<file path="src/rtl/key_event_if.sv">
// Event handshake between the key arbiter (producer) and its consumer.
// The producer presents the queue head; the consumer pops it with evt_ready.
interface key_event_if #(
    parameter int KEY_W = 2
) ();
    logic             evt_valid;
    logic             evt_ready;
    logic [KEY_W-1:0] evt_key;

    modport master (output evt_valid, output evt_key, input evt_ready);
    modport slave  (input evt_valid, input evt_key, output evt_ready);
endinterface

</file>
<file path="src/rtl/key_event_arbiter.sv">
// Debounced pushbutton press detector: per-key sync + debounce, one pending
// flag per key, round-robin grant into a small event FIFO.
module key_event_arbiter #(
    parameter int N_KEYS          = 4,
    parameter int DEBOUNCE_CYCLES = 16,
    parameter int FIFO_DEPTH      = 4
) (
    input  logic              clk,
    input  logic              reset,
    input  logic [N_KEYS-1:0] key_n,
    key_event_if.master       evt,
    output logic              overflow
);
    localparam int KW = $clog2(N_KEYS);
    localparam int CW = $clog2(DEBOUNCE_CYCLES + 1);
    localparam int AW = $clog2(FIFO_DEPTH);

    logic [N_KEYS-1:0] sync1_q, sync2_q, deb_q, press_q;
    logic [CW-1:0]     cnt_q [N_KEYS];

    // Levels are active-low, so "released" is 1 everywhere after reset.
    for (genvar gi = 0; gi < N_KEYS; gi++) begin : g_key
        always_ff @(posedge clk or posedge reset) begin
            if (reset) begin
                sync1_q[gi] <= 1'b1;
                sync2_q[gi] <= 1'b1;
                deb_q[gi]   <= 1'b1;
                cnt_q[gi]   <= '0;
                press_q[gi] <= 1'b0;
            end else begin
                sync1_q[gi] <= key_n[gi];
                sync2_q[gi] <= sync1_q[gi];
                press_q[gi] <= 1'b0;
                if (sync2_q[gi] == deb_q[gi]) begin
                    cnt_q[gi] <= '0;
                end else if (cnt_q[gi] == CW'(DEBOUNCE_CYCLES - 1)) begin
                    deb_q[gi]   <= sync2_q[gi];
                    cnt_q[gi]   <= '0;
                    press_q[gi] <= ~sync2_q[gi];
                end else begin
                    cnt_q[gi] <= cnt_q[gi] + 1'b1;
                end
            end
        end
    end

    logic [N_KEYS-1:0] pending_q, pending_d;
    logic              overflow_q, overflow_d;
    logic [KW-1:0]     rr_q, rr_d;
    logic [KW-1:0]     mem_q [FIFO_DEPTH];
    logic [AW-1:0]     wr_q, rd_q;
    logic [AW:0]       count_q, count_d;

    logic              grant_valid;
    logic [KW-1:0]     grant_idx;
    logic [N_KEYS-1:0] grant_vec;
    logic              pop;

    function automatic int wrap_idx(input int v);
        return (v >= N_KEYS) ? v - N_KEYS : v;
    endfunction

    // Search starts at rr_q; fullness uses the registered count so a
    // same-cycle pop never frees a slot for this cycle's grant.
    always_comb begin
        grant_valid = 1'b0;
        grant_idx   = '0;
        if (count_q != (AW+1)'(FIFO_DEPTH)) begin
            for (int k = 0; k < N_KEYS; k++) begin
                if (!grant_valid && pending_q[wrap_idx(int'(rr_q) + k)]) begin
                    grant_valid = 1'b1;
                    grant_idx   = KW'(wrap_idx(int'(rr_q) + k));
                end
            end
        end
    end

    assign grant_vec = grant_valid ? (N_KEYS'(1) << grant_idx) : '0;
    assign pop       = (count_q != '0) && evt.evt_ready;

    // A press landing on the cycle its key is granted is kept, not dropped.
    always_comb begin
        pending_d  = (pending_q & ~grant_vec) | press_q;
        overflow_d = overflow_q | (|(press_q & pending_q & ~grant_vec));
        rr_d       = rr_q;
        if (grant_valid)
            rr_d = (int'(grant_idx) == N_KEYS - 1) ? '0 : grant_idx + KW'(1);
        count_d = count_q;
        if (grant_valid && !pop)
            count_d = count_q + 1'b1;
        else if (!grant_valid && pop)
            count_d = count_q - 1'b1;
    end

    always_ff @(posedge clk or posedge reset) begin
        if (reset) begin
            pending_q  <= '0;
            overflow_q <= 1'b0;
            rr_q       <= '0;
            wr_q       <= '0;
            rd_q       <= '0;
            count_q    <= '0;
            for (int i = 0; i < FIFO_DEPTH; i++)
                mem_q[i] <= '0;
        end else begin
            pending_q  <= pending_d;
            overflow_q <= overflow_d;
            rr_q       <= rr_d;
            count_q    <= count_d;
            if (grant_valid) begin
                mem_q[wr_q] <= grant_idx;
                wr_q        <= wr_q + 1'b1;
            end
            if (pop)
                rd_q <= rd_q + 1'b1;
        end
    end

    assign evt.evt_valid = (count_q != '0);
    assign evt.evt_key   = mem_q[rd_q];
    assign overflow      = overflow_q;
endmodule

</file>
<file path="src/flat_wrapper.sv">
// flat-port wrapper written by rule: the top's interface ports become plain ports
module key_event_arbiter_flat 
#(
    parameter int N_KEYS          = 4,
    parameter int DEBOUNCE_CYCLES = 16,
    parameter int FIFO_DEPTH      = 4
)
  (clk, reset, key_n, overflow, evt_evt_valid, evt_evt_key, evt_evt_ready);
  key_event_if #(.KEY_W((2))) evt_i ();
  input  logic clk;
  input  logic reset;
  input  logic [N_KEYS-1:0] key_n;
  output logic overflow;
  output wire logic [$bits(evt_i.evt_valid)-1:0] evt_evt_valid;
  output wire logic [$bits(evt_i.evt_key)-1:0] evt_evt_key;
  input wire logic [$bits(evt_i.evt_ready)-1:0] evt_evt_ready;
  assign evt_evt_valid = evt_i.evt_valid;
  assign evt_evt_key = evt_i.evt_key;
  assign evt_i.evt_ready = evt_evt_ready;
  key_event_arbiter #(.N_KEYS(N_KEYS), .DEBOUNCE_CYCLES(DEBOUNCE_CYCLES), .FIFO_DEPTH(FIFO_DEPTH)) u_core (.clk(clk), .reset(reset), .key_n(key_n), .evt(evt_i), .overflow(overflow));
endmodule
</file>
<file path="config.mk">
export PLATFORM = sky130hd
export DESIGN_NAME = key_event_arbiter_flat
export DESIGN_NICKNAME = d
export VERILOG_FILES = /design/src/rtl/key_event_if.sv /design/src/rtl/key_event_arbiter.sv /design/src/flat_wrapper.sv
export SDC_FILE = /design/constraint.sdc
export NUM_CORES = 1
export LEC_CHECK = 0
export ABC_CLOCK_PERIOD_IN_PS = 3200
export BUFFER_PORTS_ARGS = -buffer_cell sky130_fd_sc_hd__clkbuf_2
export CAP_MARGIN = 0
export CORE_AREA = 5 5 69 71
export DETAILED_ROUTE_END_ITERATION = 10
export DIE_AREA = 0 0 74 76
export GPL_ROUTABILITY_DRIVEN = 0
export PLACE_DENSITY = 0.86
export RECOVER_POWER = 25
export SKIP_LAST_GASP = 1
export SYNTH_ARGS = -nofsm -noshare
export SYNTH_HDL_FRONTEND = slang
export SYNTH_SLANG_ARGS = --single-unit
</file>
<file path="constraint.sdc">
create_clock -name clk -period 3.2 [get_ports clk]
set_input_delay 0.32 -clock clk [delete_from_list [all_inputs] [get_ports clk]]
set_output_delay 0.32 -clock clk [all_outputs]
set_load 0.005 [all_outputs]
</file>
==> impl_metrics.xml <==
<?xml version="1.0" encoding="UTF-8"?>
<metrics>
  <group name="worst_setup_path">
    <metric name="r2r_start" unit="">u_core.count_q[2]</metric>
    <metric name="timing.critical_path.depth" unit="">8</metric>
    <metric name="worst_ep_required_time" unit="ns">3.46</metric>
    <metric name="crit_top_cell" unit="">xor2_1</metric>
    <metric name="critical_path.startpoint" unit="">u_core.count_q[2]</metric>
    <metric name="critical-path-slowest-cell" unit="">a21oi_1</metric>
    <metric name="critPathMaxStageDelay" unit="ns">0.66</metric>
    <metric name="buffer_and_inverter_count_on_the_worst_path" unit="">1</metric>
    <metric name="end_kind" unit="">register</metric>
    <metric name="reg2reg_depth" unit="">8</metric>
    <metric name="timing.critical_path.from_type" unit="">register</metric>
    <metric name="critPathArrivalTime" unit="ns">2.74</metric>
    <metric name="critPathKind" unit="">register to register</metric>
    <metric name="crit_path_cell_trace" unit="">nor3b_1 &gt; a21oi_1 &gt; ha_1 &gt; inv_1 &gt; fa_1 &gt; xor2_1 &gt; nor2_1 &gt; xor2_1</metric>
    <metric name="worstPathMaxFanout" unit="">11</metric>
    <metric name="critical-path-top-delay-family" unit="">adder cells</metric>
  </group>
  <group name="synthesis">
    <metric name="yosysMostFrequentCell" unit="">dfrtp_1</metric>
    <metric name="synthesis.yosys.warnings" unit="">0</metric>
    <metric name="synthDominantCellAreaShare" unit="%">45.4</metric>
    <metric name="synth_cell_type_count" unit="">40</metric>
    <metric name="synthesis.area" unit="mm2">0.00253</metric>
    <metric name="yosys.area.top_type" unit="">dfrtp_1</metric>
    <metric name="register_area_share_after_synthesis" unit="%">57.9</metric>
    <metric name="synth-edff-count" unit="">0</metric>
    <metric name="flip_flop_and_latch_count_after_synthesis" unit="">58</metric>
    <metric name="syn_avg_cell_area" unit="um2">11.7</metric>
    <metric name="syn_nets" unit="">235</metric>
    <metric name="synth.cells.most_frequent" unit="">dfrtp_1 (46), nand2_1 (25), nor2_1 (17)</metric>
    <metric name="dominantRegCellSynth" unit="">dfrtp_1</metric>
    <metric name="dominant_cells_by_area_after_synthesis" unit="">dfrtp_1 (45%), dfstp_2 (12%), ha_1 (5.4%)</metric>
    <metric name="async_flop_share" unit="%">100</metric>
    <metric name="netlist_instances" unit="">216</metric>
  </group>
  <group name="detailed_routing">
    <metric name="remaining_drc_errors" unit="">0</metric>
    <metric name="dr_total_vias" unit="">1620</metric>
    <metric name="final_antenna_net_count" unit="">0</metric>
    <metric name="detail_route.wirelength" unit="um">4230</metric>
    <metric name="post_drt_via_cell_ratio" unit="">5.51</metric>
    <metric name="drtPass1Iterations" unit="">4</metric>
    <metric name="drtIter0Drc" unit="">86</metric>
    <metric name="detail_route.wl_per_cell" unit="um">14.4</metric>
  </group>
  <group name="place">
    <metric name="dpl.hpwl" unit="um">2960</metric>
    <metric name="port_buffers" unit="">10</metric>
    <metric name="placed_cell_area" unit="mm2">0.00264</metric>
    <metric name="dp.cells" unit="">277</metric>
  </group>
  <group name="die">
    <metric name="die_height" unit="um">76</metric>
    <metric name="die_outline_width" unit="um">74</metric>
    <metric name="core_area" unit="mm2">0.00417</metric>
    <metric name="io_pins" unit="">11</metric>
    <metric name="design.die.area" unit="mm2">0.00562</metric>
    <metric name="fp-row-count" unit="">24</metric>
    <metric name="effective_utilization_at_floorplan" unit="%">60.7</metric>
  </group>
  <group name="timing">
    <metric name="fmax" unit="MHz">403</metric>
    <metric name="rsz0062_at_grt" unit="">no</metric>
    <metric name="setup_viol" unit="">0</metric>
    <metric name="timing_hold_violations_final" unit="">0</metric>
    <metric name="tightest_slew" unit="ns">0.833</metric>
    <metric name="slew_headroom" unit="%">44.5</metric>
    <metric name="final_period_minus_worst_setup_slack" unit="ns">2.48</metric>
    <metric name="finClkSkew" unit="ns">0.00700</metric>
    <metric name="final.period_utilization" unit="%">77.5</metric>
    <metric name="final_max_slew_violation_count" unit="">0</metric>
    <metric name="fin_setup_tns" unit="ns">0</metric>
  </group>
  <group name="layout">
    <metric name="ratio_of_cells_with_drive_above_1_in_the_final_layout" unit="%">21.1</metric>
    <metric name="antenna_cells_inserted" unit="">0</metric>
    <metric name="final-instance-count-excl-fill" unit="">294</metric>
    <metric name="synthToLayoutAreaGrowth" unit="%">14.0</metric>
    <metric name="fill_cells" unit="">299</metric>
    <metric name="final_design_area_no_fill" unit="mm2">0.00289</metric>
    <metric name="num-nets-final" unit="">256</metric>
  </group>
  <group name="pwr">
    <metric name="power_density_over_cell_area" unit="mW/mm2">555</metric>
    <metric name="max-vdd-ir-drop" unit="mV">0.414</metric>
    <metric name="p_leak" unit="nW">1.36</metric>
  </group>
  <group name="clock_tree">
    <metric name="post_cts_hold_fix_bufs" unit="">1</metric>
    <metric name="cts-buffers-inserted" unit="">9</metric>
    <metric name="tritoncts_num_sinks" unit="">58</metric>
    <metric name="max-clock-path-buffers" unit="">2</metric>
    <metric name="post_cts.repair.setup_buffers" unit="">0</metric>
    <metric name="h-tree-depth" unit="">3</metric>
    <metric name="cts_tree" unit="">done</metric>
    <metric name="clockRootBuffer" unit="">clkbuf_8</metric>
    <metric name="clk-insertion-delay-late" unit="ns">0.33</metric>
    <metric name="cts.clk_slew.worst_paths" unit="ns">0.06</metric>
    <metric name="post_cts_resize_count" unit="">0</metric>
  </group>
  <group name="global_route">
    <metric name="grt_overflow" unit="">0</metric>
    <metric name="global_route_wire_length_before_repair" unit="um">7690</metric>
    <metric name="gr-usage-all-layers" unit="%">17.9</metric>
    <metric name="grt_start_max_net_pins" unit="">44</metric>
    <metric name="antenna_violations_before_repair" unit="">0</metric>
    <metric name="first_global_vias" unit="">1694</metric>
  </group>
  <group name="flow_run">
    <metric name="max_cap_viols" unit="">0</metric>
  </group>
  <group name="hold_path">
    <metric name="worst_hold_path.num_cells" unit="">1</metric>
    <metric name="holdCritStartpoint" unit="">key_n[2]</metric>
    <metric name="hold_class" unit="">input pin to register</metric>
  </group>
  <group name="run_status">
    <metric name="outcome" unit="">finished, final reports clean</metric>
  </group>
</metrics>
through the flow:
| step | utilization (%) | power [mW] | hold slack (ns) | setup WS [ns] |
|---|---|---|---|---|
| floorplan | - | 0.816 | 0.324 | 1.11 |
| global placement | 63.3 | 0.829 | 0.269 | 0.842 |
| detailed placement | 63.3 | 0.833 | 0.277 | 0.787 |
| CTS | 69.2 | 1.62 | 0.0490 | 0.751 |
| global route | 69.2 | 1.68 | 0.0469 | 0.516 |
| finish | 69.2 | 1.60 | 0.0653 | 0.722 |
logic make-up (layout without fill, tap and decap cells):
kind of cell,count (synthesis),in the layout,synth area share (%)
buf+inv,14,40,2.37
simple gates,74,74,14.6
xor+xnor,15,15,5.18
compound gates,34,34,8.84
fa+ha+maj,12,12,6.22
flops,58,58,57.9
mux,9,9,4.89
layout make-up:
type / count / area, um2 / share of cell area (%)
inverters: 12 / 45.0 / 1.56
flip-flops and latches: 58 / 1470 / 50.8
multi-input cells: 144 / 1010 / 34.9
clock buffers: 12 / 165 / 5.72
well taps: 52 / 65.1 / 2.25
clock inverters: 4 / 72.6 / 2.51
repair buffers: 12 / 67.6 / 2.34
report_power, final:
part	switching (mW)	total [mW]	internal (mW)
clock network	0.283	0.784	0.501
logic	0.0297	0.0497	0.0200
registers	0.0152	0.770	0.755
cell usage in the layout, fill, tap and decap left out, drive strengths merged, types with 2 or more instances in the layout:
cell type / n
inv: 12
nand2b: 2
ha: 11
a21o: 3
nor3b: 5
o21ai: 16
xnor2: 10
dfrtp: 46
nand2: 25
nor4b: 2
mux2: 7
mux4: 2
bufinv: 2
and2: 2
nor2: 17
clkbuf: 22
nand3: 8
xor2: 5
nand4b: 2
nor2b: 6
a21oi: 6
dfstp: 12
metal layers:
layer	vias up	share of wire [%]	track usage, %	wire (um)
met5	-	0	0	0
met2	28	50	27.4	2130
met3	7	4.2	6.33	176
li1	783	-	-	-
met4	0	1.7	7.07	73
met1	802	44	23.0	1850
path summary, 6_finish.rpt:
check,to,slack (ns)
setup / recovery,u_core.count_q[2],0.72
setup reg to reg,u_core.count_q[2],0.72
hold / removal,u_core.sync1_q[2],0.07
hold reg to reg,u_core.sync2_q[3],0.36
min in group asynchronous,u_core.cnt_q[2],0.57
max in group asynchronous,u_core.sync2_q[2],1.67
sequential cells by signal, indices dropped and copies added (netlist names):
name,count
u_core.cnt_q,20
u_core.mem_q,8
u_core.deb_q,4
u_core.pending_q,4
u_core.press_q,4
u_core.sync1_q,4
u_core.sync2_q,4
u_core.count_q,3
u_core.rd_q,2
u_core.rr_q,2
u_core.wr_q,2
u_core.overflow,1
Power figures use the tool's default switching activity.
